**config.mk**
```make
export PLATFORM = sky130hd
export DESIGN_NAME = cmd_issue_ctrl_flat
export DESIGN_NICKNAME = d
export VERILOG_FILES = /design/src/rtl/cmd_issue_ctrl_if.sv /design/src/rtl/cmd_issue_ctrl.sv /design/src/flat_wrapper.sv
export SDC_FILE = /design/constraint.sdc
export NUM_CORES = 1
export LEC_CHECK = 0
export CAP_MARGIN = 5
export CORE_AREA = 2 2 90 92
export DETAILED_ROUTE_END_ITERATION = 8
export DIE_AREA = 0 0 92 94
export PLACE_DENSITY = 0.65
export SYNTH_ARGS = -nofsm -noshare
export SYNTH_HDL_FRONTEND = slang
export SYNTH_SLANG_ARGS = --single-unit
```
**constraint.sdc**
```tcl
create_clock -name clk_i -period 4.23 [get_ports clk_i]
set_input_delay 0.846 -clock clk_i [delete_from_list [all_inputs] [get_ports clk_i]]
set_output_delay 0.846 -clock clk_i [all_outputs]
set_load 0.05 [all_outputs]
```
**src/rtl/cmd_issue_ctrl_if.sv**
```systemverilog
// cmd_issue_ctrl_if: host and Auto CMD12 request/grant handshakes
// into the command-issue controller.
`timescale 1ns/1ps
interface cmd_issue_ctrl_if;
  logic        host_req_i;
  logic [5:0]  host_cmd_nr_i;
  logic [31:0] host_arg_i;
  logic        host_resp_i;
  logic        host_ack_o;
  logic        auto12_req_i;
  logic        auto12_ack_o;

  modport master (
    output host_req_i, host_cmd_nr_i,
    output host_arg_i, host_resp_i,
    output auto12_req_i,
    input  host_ack_o, auto12_ack_o
  );

  modport slave (
    input  host_req_i, host_cmd_nr_i,
    input  host_arg_i, host_resp_i,
    input  auto12_req_i,
    output host_ack_o, auto12_ack_o
  );
endinterface

```
**src/rtl/cmd_issue_ctrl.sv**
```systemverilog
// cmd_issue_ctrl: SD CMD-line issue sequencer with NCC gap and NCR window.
// CMD_ISSUE_AUTO12_EN enables the Auto CMD12 request path.
`timescale 1ns/1ps
module cmd_issue_ctrl #(
  parameter int unsigned NccCycles   = 8,
  parameter int unsigned RespTimeout = 64
) (
  input  logic            clk_i,
  input  logic            rst_ni,
  input  logic            clk_en_p_i,
  cmd_issue_ctrl_if.slave bus,
  output logic            start_tx_o,
  output logic [5:0]      cmd_nr_o,
  output logic [31:0]     cmd_argument_o,
  input  logic            tx_done_i,
  output logic            resp_en_o,
  input  logic            resp_done_i,
  output logic            cmd_complete_o,
  output logic            resp_timeout_o,
  output logic            cmd_src_o,
  output logic            cmd_inhibit_o
);

  typedef enum logic [1:0] {
    IDLE,
    ISSUE,
    TX_WAIT,
    RESP_WAIT
  } state_e;

  localparam logic [7:0] Ncc  = 8'(NccCycles);
  localparam logic [7:0] Term = 8'(RespTimeout - 1);

  state_e      state_q, state_d;
  logic [7:0]  gap_q, gap_d;
  logic [7:0]  win_q, win_d;
  logic [5:0]  nr_q;
  logic [31:0] arg_q;
  logic        resp_q;
  logic        a12_req;
  logic        ack_host, ack_a12;
  logic        cmp, tout;
  logic        can_grant;

`ifdef CMD_ISSUE_AUTO12_EN
  logic src_q;
  assign a12_req   = bus.auto12_req_i;
  assign cmd_src_o = src_q;
`else
  logic unused_a12;
  assign unused_a12 = bus.auto12_req_i;
  assign a12_req    = 1'b0;
  assign cmd_src_o  = 1'b0;
`endif

  // grants are gated by rst_ni so no ack escapes while held in reset
  assign can_grant = rst_ni && clk_en_p_i
                  && (state_q == IDLE)
                  && (gap_q == '0);

  always_comb begin
    state_d  = state_q;
    gap_d    = gap_q;
    win_d    = win_q;
    ack_host = 1'b0;
    ack_a12  = 1'b0;
    cmp      = 1'b0;
    tout     = 1'b0;
    if (clk_en_p_i && gap_q != '0)
      gap_d = gap_q - 8'd1;
    unique case (state_q)
      IDLE: begin
        if (can_grant) begin
          if (a12_req) begin
            ack_a12 = 1'b1;
            state_d = ISSUE;
          end else if (bus.host_req_i) begin
            ack_host = 1'b1;
            state_d  = ISSUE;
          end
        end
      end
      ISSUE: begin
        if (clk_en_p_i && !tx_done_i)
          state_d = TX_WAIT;
      end
      TX_WAIT: begin
        if (clk_en_p_i && tx_done_i) begin
          if (resp_q) begin
            state_d = RESP_WAIT;
            win_d   = '0;
          end else begin
            cmp     = 1'b1;
            state_d = IDLE;
            gap_d   = Ncc;
          end
        end
      end
      RESP_WAIT: begin
        if (clk_en_p_i) begin
          if (resp_done_i) begin
            cmp     = 1'b1;
            state_d = IDLE;
            gap_d   = Ncc;
          end else if (win_q == Term) begin
            tout    = 1'b1;
            state_d = IDLE;
            gap_d   = Ncc;
          end else begin
            win_d = win_q + 8'd1;
          end
        end
      end
      default: state_d = IDLE;
    endcase
  end

  always_ff @(posedge clk_i or negedge rst_ni) begin
    if (!rst_ni) begin
      state_q <= IDLE;
      gap_q   <= '0;
      win_q   <= '0;
      nr_q    <= '0;
      arg_q   <= '0;
      resp_q  <= 1'b0;
`ifdef CMD_ISSUE_AUTO12_EN
      src_q   <= 1'b0;
`endif
    end else begin
      state_q <= state_d;
      gap_q   <= gap_d;
      win_q   <= win_d;
      if (ack_a12) begin
        nr_q   <= 6'd12;
        arg_q  <= '0;
        resp_q <= 1'b1;
`ifdef CMD_ISSUE_AUTO12_EN
        src_q  <= 1'b1;
`endif
      end else if (ack_host) begin
        nr_q   <= bus.host_cmd_nr_i;
        arg_q  <= bus.host_arg_i;
        resp_q <= bus.host_resp_i;
`ifdef CMD_ISSUE_AUTO12_EN
        src_q  <= 1'b0;
`endif
      end
    end
  end

  assign bus.host_ack_o   = ack_host;
  assign bus.auto12_ack_o = ack_a12;
  assign start_tx_o       = (state_q == ISSUE);
  assign resp_en_o        = (state_q == RESP_WAIT);
  assign cmd_nr_o         = nr_q;
  assign cmd_argument_o   = arg_q;
  assign cmd_complete_o   = cmp;
  assign resp_timeout_o   = tout;
  assign cmd_inhibit_o    = (state_q != IDLE)
                         || (gap_q != '0);

endmodule
```
**src/flat_wrapper.sv**
```systemverilog
// flat-port wrapper written by rule: the top's interface ports become plain ports
module cmd_issue_ctrl_flat 
#(
  parameter int unsigned NccCycles   = 8,
  parameter int unsigned RespTimeout = 64
)
  (clk_i, rst_ni, clk_en_p_i, start_tx_o, cmd_nr_o, cmd_argument_o, tx_done_i, resp_en_o, resp_done_i, cmd_complete_o, resp_timeout_o, cmd_src_o, cmd_inhibit_o, bus_host_req_i, bus_host_cmd_nr_i, bus_host_arg_i, bus_host_resp_i, bus_auto12_req_i, bus_host_ack_o, bus_auto12_ack_o);
  cmd_issue_ctrl_if bus_i ();
  input  logic clk_i;
  input  logic rst_ni;
  input  logic clk_en_p_i;
  output logic start_tx_o;
  output logic [5:0] cmd_nr_o;
  output logic [31:0] cmd_argument_o;
  input  logic tx_done_i;
  output logic resp_en_o;
  input  logic resp_done_i;
  output logic cmd_complete_o;
  output logic resp_timeout_o;
  output logic cmd_src_o;
  output logic cmd_inhibit_o;
  input wire logic [$bits(bus_i.host_req_i)-1:0] bus_host_req_i;
  input wire logic [$bits(bus_i.host_cmd_nr_i)-1:0] bus_host_cmd_nr_i;
  input wire logic [$bits(bus_i.host_arg_i)-1:0] bus_host_arg_i;
  input wire logic [$bits(bus_i.host_resp_i)-1:0] bus_host_resp_i;
  input wire logic [$bits(bus_i.auto12_req_i)-1:0] bus_auto12_req_i;
  output wire logic [$bits(bus_i.host_ack_o)-1:0] bus_host_ack_o;
  output wire logic [$bits(bus_i.auto12_ack_o)-1:0] bus_auto12_ack_o;
  assign bus_i.host_req_i = bus_host_req_i;
  assign bus_i.host_cmd_nr_i = bus_host_cmd_nr_i;
  assign bus_i.host_arg_i = bus_host_arg_i;
  assign bus_i.host_resp_i = bus_host_resp_i;
  assign bus_i.auto12_req_i = bus_auto12_req_i;
  assign bus_host_ack_o = bus_i.host_ack_o;
  assign bus_auto12_ack_o = bus_i.auto12_ack_o;
  cmd_issue_ctrl #(.NccCycles(NccCycles), .RespTimeout(RespTimeout)) u_core (.clk_i(clk_i), .rst_ni(rst_ni), .clk_en_p_i(clk_en_p_i), .bus(bus_i), .start_tx_o(start_tx_o), .cmd_nr_o(cmd_nr_o), .cmd_argument_o(cmd_argument_o), .tx_done_i(tx_done_i), .resp_en_o(resp_en_o), .resp_done_i(resp_done_i), .cmd_complete_o(cmd_complete_o), .resp_timeout_o(resp_timeout_o), .cmd_src_o(cmd_src_o), .cmd_inhibit_o(cmd_inhibit_o));
endmodule
```
==> flow_summary.yaml, run 1 <==
power:
  p_leak_nw: 1.750
  p_per_area_nw_per_um2: 679.6
  irDropWorstVdd_uv: 192.6
floorplanning:
  ios: 92
  dieHeight_um: 94
  dieArea_um2: 8648
  start_util_pct: 34.51
  core.rowCount: 32
  die_w_um: 92
  coreArea_um2: 7607
sta:
  rsz0062_at_grt: "no"
  finalSetupTns_ps: 0
  fin_worst_skew_ps: 7.218
  worst_pin_slew_ps: 729.6
  period_share_pct: 84.27
  final.min_clock_period_ps: 3565
  finalSetupViolCount: 0
  hold_viol_final: 0
  finalMaxSlewViolations: 0
  hold-worst-slack_ps: 489.7
  slew_headroom_pct: 51.36
  max_freq_mhz: 280.5
grt:
  grt_max_degree: 58
  antenna_found_initial: 0
  first_global_vias: 2030
  overflow: 0
  grt.total_usage_pct: 14.43
  grt_pass1_wl_mm: 9.763
cts:
  cts_setup_buffers: 0
  cts-buffers-inserted: 9
  clkLatencyLatePin_ps: 330
  cts-root-buf: "clkbuf_8"
  clock-sinks: 57
  cts_hold_buffers: 0
  clockBufferDepth: 2
  path_clk_slew_ps: 60
  tritoncts: "done"
  post_cts_resized: 0
  cts_htree_levels: 3
worst_setup_path:
  startpoint_type: "input pin"
  reg2reg_setup_slack_ps: 2150
  required_ps: 3380
  setup.worst_path.class: "in -> out"
  cp-endpoint: "cmd_complete_o"
  cp-end-kind: "primary output"
  crit_arrival_ps: 2720
  startpoint: "clk_en_p_i"
  r2r_cells: 6
  crit_fanout: 10
  r2r-end: "u_core.cmd_argument_o[8]"
  timing.rr.start: "u_core.gap_q[0]"
drt:
  firstDrtPassIters: 4
  routed-via-count: 1994
  totalWireLength_mm: 5.893
  remaining_drc_errors: 0
  drtIter0Drc: 79
  avgRoutedWirePerCell_um: 14.23
  avgViaCountPerCell: 4.816
  route.antenna.remaining_nets: 0
synthesis:
  synth_fa_ha_area_share_pct: 1.430
  synth_cell_types: 45
  synthArstFlopShare_pct: 100.0
  synth_commonest_cells: "dfrtp_1 (57), mux2_1 (40), nand2_1 (14)"
  synthXorXnorAreaFrac_pct: 1.668
  synth_top_family_by_area: "multiplexers"
  synthSimpleGateAreaFrac_pct: 14.68
  yosysWarningCount: 0
  yosys-top-cells-area: "dfrtp_1 (54%), mux2_1 (17%), nand2_1 (2.0%), nand3_1 (1.5%), ha_1 (1.4%)"
  synth_cells: 214
  synth_ff_type: "dfrtp_1"
  ys_seq_area_share_pct: 54.34
  yosysMostFrequentCell: "dfrtp_1"
  synth_compound_area_share_pct: 7.054
  syn_avg_cell_area_um2: 12.27
  synth_enable_flop_cells: 0
  synth_area_um2: 2625
  netlist.area_leader.share_pct: 54.34
  yosys.area.top_type: "dfrtp_1"
  muxShareOfSynthArea_pct: 18.30
  synth-seq-cells: 57
cells_and_area:
  fillers: 693
  area_delta_synth_final_pct: 46.38
  drive_above_1_share_pct: 8.013
  nets: 357
  diodes: 0
job:
  max-cap-violations: 0
placed_design:
  hpwl_mm: 4.170
  numPortBuffers: 88
  routabilityCongestion: 0.7703
min_path:
  hold_path_class: "reg -> reg"
run_status:
  status: "finished clean"
-- worst min-delay path by stage --
stage	start	end	slack, ps	cells after the start
after floorplan	u_core.win_q[1]	u_core.win_q[1]	520	2
after global placement	u_core.cmd_argument_o[18]	u_core.cmd_argument_o[18]	470	1
after detailed placement	u_core.cmd_argument_o[13]	u_core.cmd_argument_o[13]	480	1
after CTS	u_core.cmd_argument_o[26]	u_core.cmd_argument_o[26]	500	1
after global routing	u_core.cmd_argument_o[5]	u_core.cmd_argument_o[5]	510	1
final	u_core.cmd_argument_o[3]	u_core.cmd_argument_o[3]	490	1
-- power by group --
| part | switching (mW) | internal (mW) |
|---|---|---|
| Sequential | 0.142 | 0.737 |
| Clock | 0.206 | 0.377 |
| Combinational | 0.719 | 0.430 |
| Total | 1.07 | 1.54 |
-- metrics by stage --
step | util [%] | instances | setup slack [ps] | total power, mW | area, um^2
5_1_grt | 50.51 | 414 | 555.4 | 2.754 | 3842
6_report | 50.51 | 414 | 665.2 | 2.611 | 3842
4_1_cts | 50.51 | 414 | 659.7 | 2.638 | 3842
3_5_place_dp | 47.50 | 399 | 663.5 | 2.046 | 3613
3_3_place_gp | 47.50 | 399 | 694.0 | 2.023 | 3613
2_1_floorplan | - | 215 | 1241 | 1.629 | 2629
-- logic make-up (layout without fill, tap and decap cells) --
kind of cell | Yosys count | count (layout)
adders and majority gates | 3 | 3
buffers and inverters | 13 | 110
DFF | 57 | 57
and+or+nand+nor | 65 | 65
other | 1 | 2
xor gates and xnor gates | 5 | 5
muxes | 43 | 43
AOI/OAI and AO/OA | 27 | 27
-- layout make-up --
| cell class | instances | area [um^2] | area share [%] |
|---|---|---|---|
| sequential | 57 | 1426 | 37.12 |
| multi-input combinational | 145 | 1140 | 29.66 |
| timing repair buffer | 90 | 900.9 | 23.45 |
| clock buffer | 13 | 168.9 | 4.396 |
| tap | 102 | 127.6 | 3.321 |
| clock inverter | 2 | 60.06 | 1.563 |
| inverter | 5 | 18.77 | 0.4884 |
-- cells in the final DEF (no fill, tap or decap), types with 5 or more instances in the layout --
cell,n
dfrtp_1,57
a21oi_1,6
inv_1,5
nand2_1,14
clkbuf_8,12
nor2_1,8
nor3_1,6
clkdlybuf4s50_1,86
mux2_1,40
nand3_1,8
-- registers in the layout, summed over array words and instances, names as in the netlist --
register,count
u_core.state_q,2
u_core.cmd_argument_o,32
u_core.win_q,8
u_core.gap_q,8
u_core.resp_q,1
u_core.cmd_nr_o,6
-- per-layer routing --
metal  GRT usage, %  share of wire [%]  wire length (um)
met4          5.597               0.92                54
met3          4.013                6.3               372
met2          22.43                 44              2612
met5              0                  0                 0
met1          19.20                 48              2854
-- worst max-delay path, cell delays in order --
cell and delay [ps]:
clkdlybuf4s50_1 680, and2_2 260, o21a_1 140, clkdlybuf4s50_1 790
Note: power is estimated with default switching activity, not from simulation.
==> run 2, diff against run 1 <==
- PLACE_DENSITY: 0.65 -> 0.67
- clock period: 4.23 -> 3.2 ns (I/O delays scaled with it)
==> flow_summary.yaml, run 2 (synthesized netlist as in run 1, its figures left out) <==
run_status:
  status: "finished clean"
grt:
  grt.total_usage_pct: 13.83
  grt_pass1_wl_mm: 9.315
  grt_max_degree: 58
  overflow: 0
  first_global_vias: 1920
  antenna_found_initial: 0
placed_design:
  routabilityCongestion: 0.7837
  place_area_um2: 3633
  dpl_worst_slack_ps: 519.5
  hpwl_mm: 3.883
  numPortBuffers: 88
floorplanning:
  ios: 92
  dieHeight_um: 94
  coreArea_um2: 7607
  die_w_um: 92
  dieArea_um2: 8648
  core.rowCount: 32
  start_util_pct: 34.51
cts:
  cts_hold_buffers: 0
  cts_setup_buffers: 0
  clockBufferDepth: 2
  post_cts_resized: 0
  tritoncts: "done"
  clock-sinks: 57
  path_clk_slew_ps: 60
  clkLatencyLatePin_ps: 330
  cts_htree_levels: 3
  cts-root-buf: "clkbuf_8"
  cts-buffers-inserted: 9
job:
  max-cap-violations: 0
cells_and_area:
  layout_common_cells: "clkdlybuf4s50_1 (84), dfrtp_1 (57), mux2_1 (40)"
  design_area_um2: 3891
  layout_commonest_cell: "clkdlybuf4s50_1"
  utilization_pct: 51.15
  largest_register_ff_count: 32
  drive_above_1_share_pct: 8.946
  diodes: 0
  nets: 357
  area_delta_synth_final_pct: 48.24
  fillers: 660
sta:
  finalSetupTns_ps: 0
  max_freq_mhz: 359.2
  period_share_pct: 87.00
  fin_worst_skew_ps: 6.355
  finalSetupViolCount: 0
  finalMaxSlewViolations: 0
  rsz0062_at_grt: "no"
  worst_pin_slew_ps: 713.6
  final.min_clock_period_ps: 2784
  hold_viol_final: 0
  slew_headroom_pct: 52.43
  setup_slack_ps: 415.9
worst_setup_path:
  max_stage_delay_ps: 720
  startpoint_type: "register"
  reg2reg_setup_slack_ps: 1150
  crit_arrival_ps: 2140
  startpoint: "u_core.gap_q[0]"
  cp-end-kind: "primary output"
  timing.rr.start: "u_core.gap_q[0]"
  r2r-end: "u_core.state_q[0]"
  critical_path_buf_inv_count: 2
  crit_fanout: 4
  required_ps: 2560
  setup.worst_path.class: "reg -> out"
  slowest_stage: "clkdlybuf4s50_1"
  crit_chain: "inv_1 > ha_1 > nor3b_2 > nand3_1 > clkdlybuf4s50_1"
  cp_top_family: "buffers and inverters"
  r2r_cells: 7
drt:
  totalWireLength_mm: 5.527
  remaining_drc_errors: 0
  route.antenna.remaining_nets: 0
  avgViaCountPerCell: 4.764
  avgRoutedWirePerCell_um: 13.32
  routed-via-count: 1977
  firstDrtPassIters: 4
  drtIter0Drc: 58
power:
  power.total_mw: 3.553
  p_per_area_nw_per_um2: 913.1
  irDropWorstVdd_uv: 234.4
  p_leak_nw: 1.774
min_path:
  hold_path_class: "in -> async"
==> run 2: cell count changes in the layout (fill, tap and decap cells not counted) <==
cell / change
clkinv_2: +2
buf_12: +2
clkdlybuf4s50_1: -2
bufinv_16: +2
clkbuf_8: -3
==> run 2: worst max path at each step <==
stage / endpoint / depth (start not counted) / slack, ps
finish: cmd_inhibit_o / 5 / 420
global route: cmd_inhibit_o / 5 / 270
CTS: cmd_inhibit_o / 5 / 390
detailed placement: u_core.state_q[0] / 6 / 520
global placement: u_core.state_q[0] / 6 / 580
floorplan: resp_timeout_o / 3 / 440
==> run 2: cell type report <==
cell class                 instances  area (um^2)  share of cell area (%)
clock inverter                     6        130.1                   3.344
inverter                           5        18.77                  0.4823
clock buffer                      10        127.6                   3.280
sequential                        57         1426                   36.66
tap                              102        127.6                   3.280
multi-input combinational        145         1140                   29.29
timing repair buffer              90        920.9                   23.67
==> run 2: metal layers <==
| metal | up-vias | routed length (um) | track usage (%) |
|---|---|---|---|
| li1 | 962 | - | - |
| met1 | 948 | 2488 | 17.98 |
| met2 | 60 | 2594 | 21.08 |
| met3 | 7 | 360 | 4.896 |
| met4 | 0 | 84 | 5.597 |
| met5 | - | 0 | 0 |
==> run 2: through the flow <==
stage / std cells / hold WS, ps
after floorplan: 215 / 344.4
after global placement: 399 / 472.9
after detailed placement: 399 / 480.0
after CTS: 415 / 494.6
after global routing: 415 / 501.5
final: 415 / 464.1
==> run 2: power by group <==
| group | total (mW) | switching [mW] | internal, mW |
|---|---|---|---|
| Sequential | 1.16 | 0.185 | 0.974 |
| Combinational | 1.51 | 0.944 | 0.567 |
| Clock | 0.883 | 0.289 | 0.594 |
| Total | 3.55 | 1.42 | 2.13 |
==> RTL edit, RTL diff (config.mk and constraints of run 2) <==
The 4 states of `state_e` get a Gray code encoding in 2 bits.
--- a/src/rtl/cmd_issue_ctrl.sv
+++ b/src/rtl/cmd_issue_ctrl.sv
@@ -22,10 +22,10 @@
 );
 
   typedef enum logic [1:0] {
-    IDLE,
-    ISSUE,
-    TX_WAIT,
-    RESP_WAIT
+    IDLE      = 2'b00,
+    ISSUE     = 2'b01,
+    TX_WAIT   = 2'b11,
+    RESP_WAIT = 2'b10
   } state_e;
 
   localparam logic [7:0] Ncc  = 8'(NccCycles);
Check against the original RTL: same outputs for any inputs over 10 cycles, from zero or initial values and one cycle with rst_ni low; not proved beyond that.
==> RTL edit against run 2 <==
Clock skew rose by 0.0014 ns; routed wire length rose by 4.4%; synthesized area shrank 2.2%; setup slack worse by 0.12 ns; critical path type unchanged; sequential cell count unchanged; cell area decreased by 2.6%; critical path depth increased by 1; total power rose by 0.41%.
==> RTL edit: results (changes against run 2) <==
INFO  metric run_status = completed
INFO  metric nets = 351 (-1.7%)
INFO  metric worst_path_max_delay_cell = sky130_fd_sc_hd__dlygate4sd2_1
INFO  metric ctsRootBufferMaster = sky130_fd_sc_hd__clkbuf_8
INFO  metric max_reg_flops = 32 (unchanged)
INFO  metric grt_pass1_vias = 2157 (+12%)
INFO  metric place.gp.congestion = 0.796 (+1.5%)
INFO  metric hpwl = 4100 µm (+5.5%)
INFO  metric cts-root-to-sink-buffers = 2 (unchanged)
INFO  metric synth.top_cells.by_count = sky130_fd_sc_hd__dfrtp_1 (57), sky130_fd_sc_hd__mux2_2 (38), sky130_fd_sc_hd__a21oi_1 (9)
INFO  metric routed-wl-met3 = 500 µm (+39%)
INFO  metric vdd_ir_max = 0.526 mV (+120%)
INFO  metric critical_path.top_delay_family = simple AND/OR/NAND/NOR gates
INFO  metric dpl-instance-area = 3580 µm² (-1.5%)
INFO  metric grt_util_overall = 14.3% (+0.47 points)
INFO  metric wl_met2 = 2670 µm (+2.9%)
INFO  metric count_of_buffers_added_by_post_cts_timing_repair_for_setup = 0 (unchanged)
INFO  metric clock_latency = 0.32 ns
INFO  metric number_of_antenna_violations_at_the_first_check_in_global_routing = 0 (unchanged)
INFO  metric power.sequential.total = 1.18 mW
INFO  metric groute.layer.met1.usage = 17.4% (-0.62 points)
INFO  metric yosys-top-cells-area = sky130_fd_sc_hd__dfrtp_1 (56%), sky130_fd_sc_hd__mux2_2 (17%), sky130_fd_sc_hd__a21oi_1 (1.8%)
INFO  metric routed_wl = 5770 µm (+4.4%)
INFO  metric yosysWarningCount = 0 (unchanged)
INFO  metric netlist-cell-type-count = 41 (-8.9%)
INFO  metric wire_length_of_the_first_global_routing_pass = 9870 µm (+6.0%)
INFO  metric worst_path_largest_cell_delay = 0.44 ns (-0.28 ns)
INFO  metric synthesis.area_per_instance = 12.3 µm² (+0.63%)
INFO  metric share_comb_of_total_power = 46.6% (+4.1 points)
INFO  metric p_leak = 1.64 nW (-7.4%)
INFO  metric met1Wirelength = 2530 µm (+1.8%)
INFO  metric p_int = 2.07 mW (-3.1%)
INFO  metric cts.clk_slew.worst_paths = 0.06 ns (about the same)
INFO  metric clock_skew = 0.00780 ns (+0.00144 ns)
INFO  metric layout_cell_share_with_drive_strength_beyond_1 = 21.6% (+13 points)
INFO  metric num-fill-cells = 700 (+6.1%)
INFO  metric grt_util_met2 = 22.3% (+1.2 points)
INFO  metric min_path_type = reg2reg
INFO  metric vias = 1949 (-1.4%)
INFO  metric instances_no_fill = 408 (-1.7%)
INFO  metric global_route.usage.met3 = 5.86% (+0.96 points)
INFO  metric maxSlewHeadroom = 51.4% (-0.98 points)
INFO  metric synth-seq-area-share = 55.6% (+1.2 points)
INFO  metric total_cts_buffers = 9 (unchanged)
INFO  metric drt_iter0_markers = 99 (+71%)
INFO  metric post-place-ws = 0.371 ns (-0.148 ns)
INFO  metric number_of_cells_in_the_design_after_placement = 393 (-1.5%)
RTL edit: cell families (layout without fill, tap and decap cells):
| family | Yosys count | in the layout | synth area share (%) |
|---|---|---|---|
| AO/OA/AOI/OAI | 32 | 32 | 8.09 |
| XOR/XNOR | 4 | 4 | 1.36 |
| adder cells (fa/ha/maj) | 3 | 3 | 1.46 |
| buffers and inverters | 17 | 114 | 3.02 |
| flip-flops | 57 | 57 | 55.6 |
| multiplexers | 40 | 40 | 17.5 |
| other | 1 | 2 | 0.146 |
| AND/OR/NAND/NOR | 54 | 54 | 12.9 |
RTL edit: worst paths after layout:
check                           slack [ns]  cells past startpoint                   endpoint                       from
max in group asynchronous             2.23                      2   u_core.cmd_argument_o[2]                     rst_ni
worst min register to register        0.49                      1  u_core.cmd_argument_o[24]  u_core.cmd_argument_o[24]
worst max register to register        0.85                      7  u_core.cmd_argument_o[30]            u_core.gap_q[0]
worst min-delay path                  0.49                      1  u_core.cmd_argument_o[24]  u_core.cmd_argument_o[24]
worst max-delay path                  0.30                      6              cmd_inhibit_o            u_core.gap_q[0]
min in group asynchronous             0.50                      2          u_core.state_q[1]                     rst_ni
RTL edit: timing repair:
| item | CTS | global route |
|---|---|---|
| endpoints found under the setup margin | 1 | 0 |
| resized for setup | 1 | 0 |
| hold buffers | 0 | 0 |
RTL edit: final cells by class:
cell class,count,area share (%)
Clock buffer,12,3.83
Clock inverter,3,1.72
Inverter,7,0.694
Multi-Input combinational cell,135,28.4
Sequential cell,57,37.6
Tap cell,102,3.37
Timing Repair Buffer,92,24.3
RTL edit: through the flow:
stage / power, mW / hold slack, ns
finish: 3.57 / 0.486
CTS: 3.61 / 0.491
floorplan: 2.28 / 0.344
global route: 3.77 / 0.516
detailed placement: 2.87 / 0.478
global placement: 2.84 / 0.469
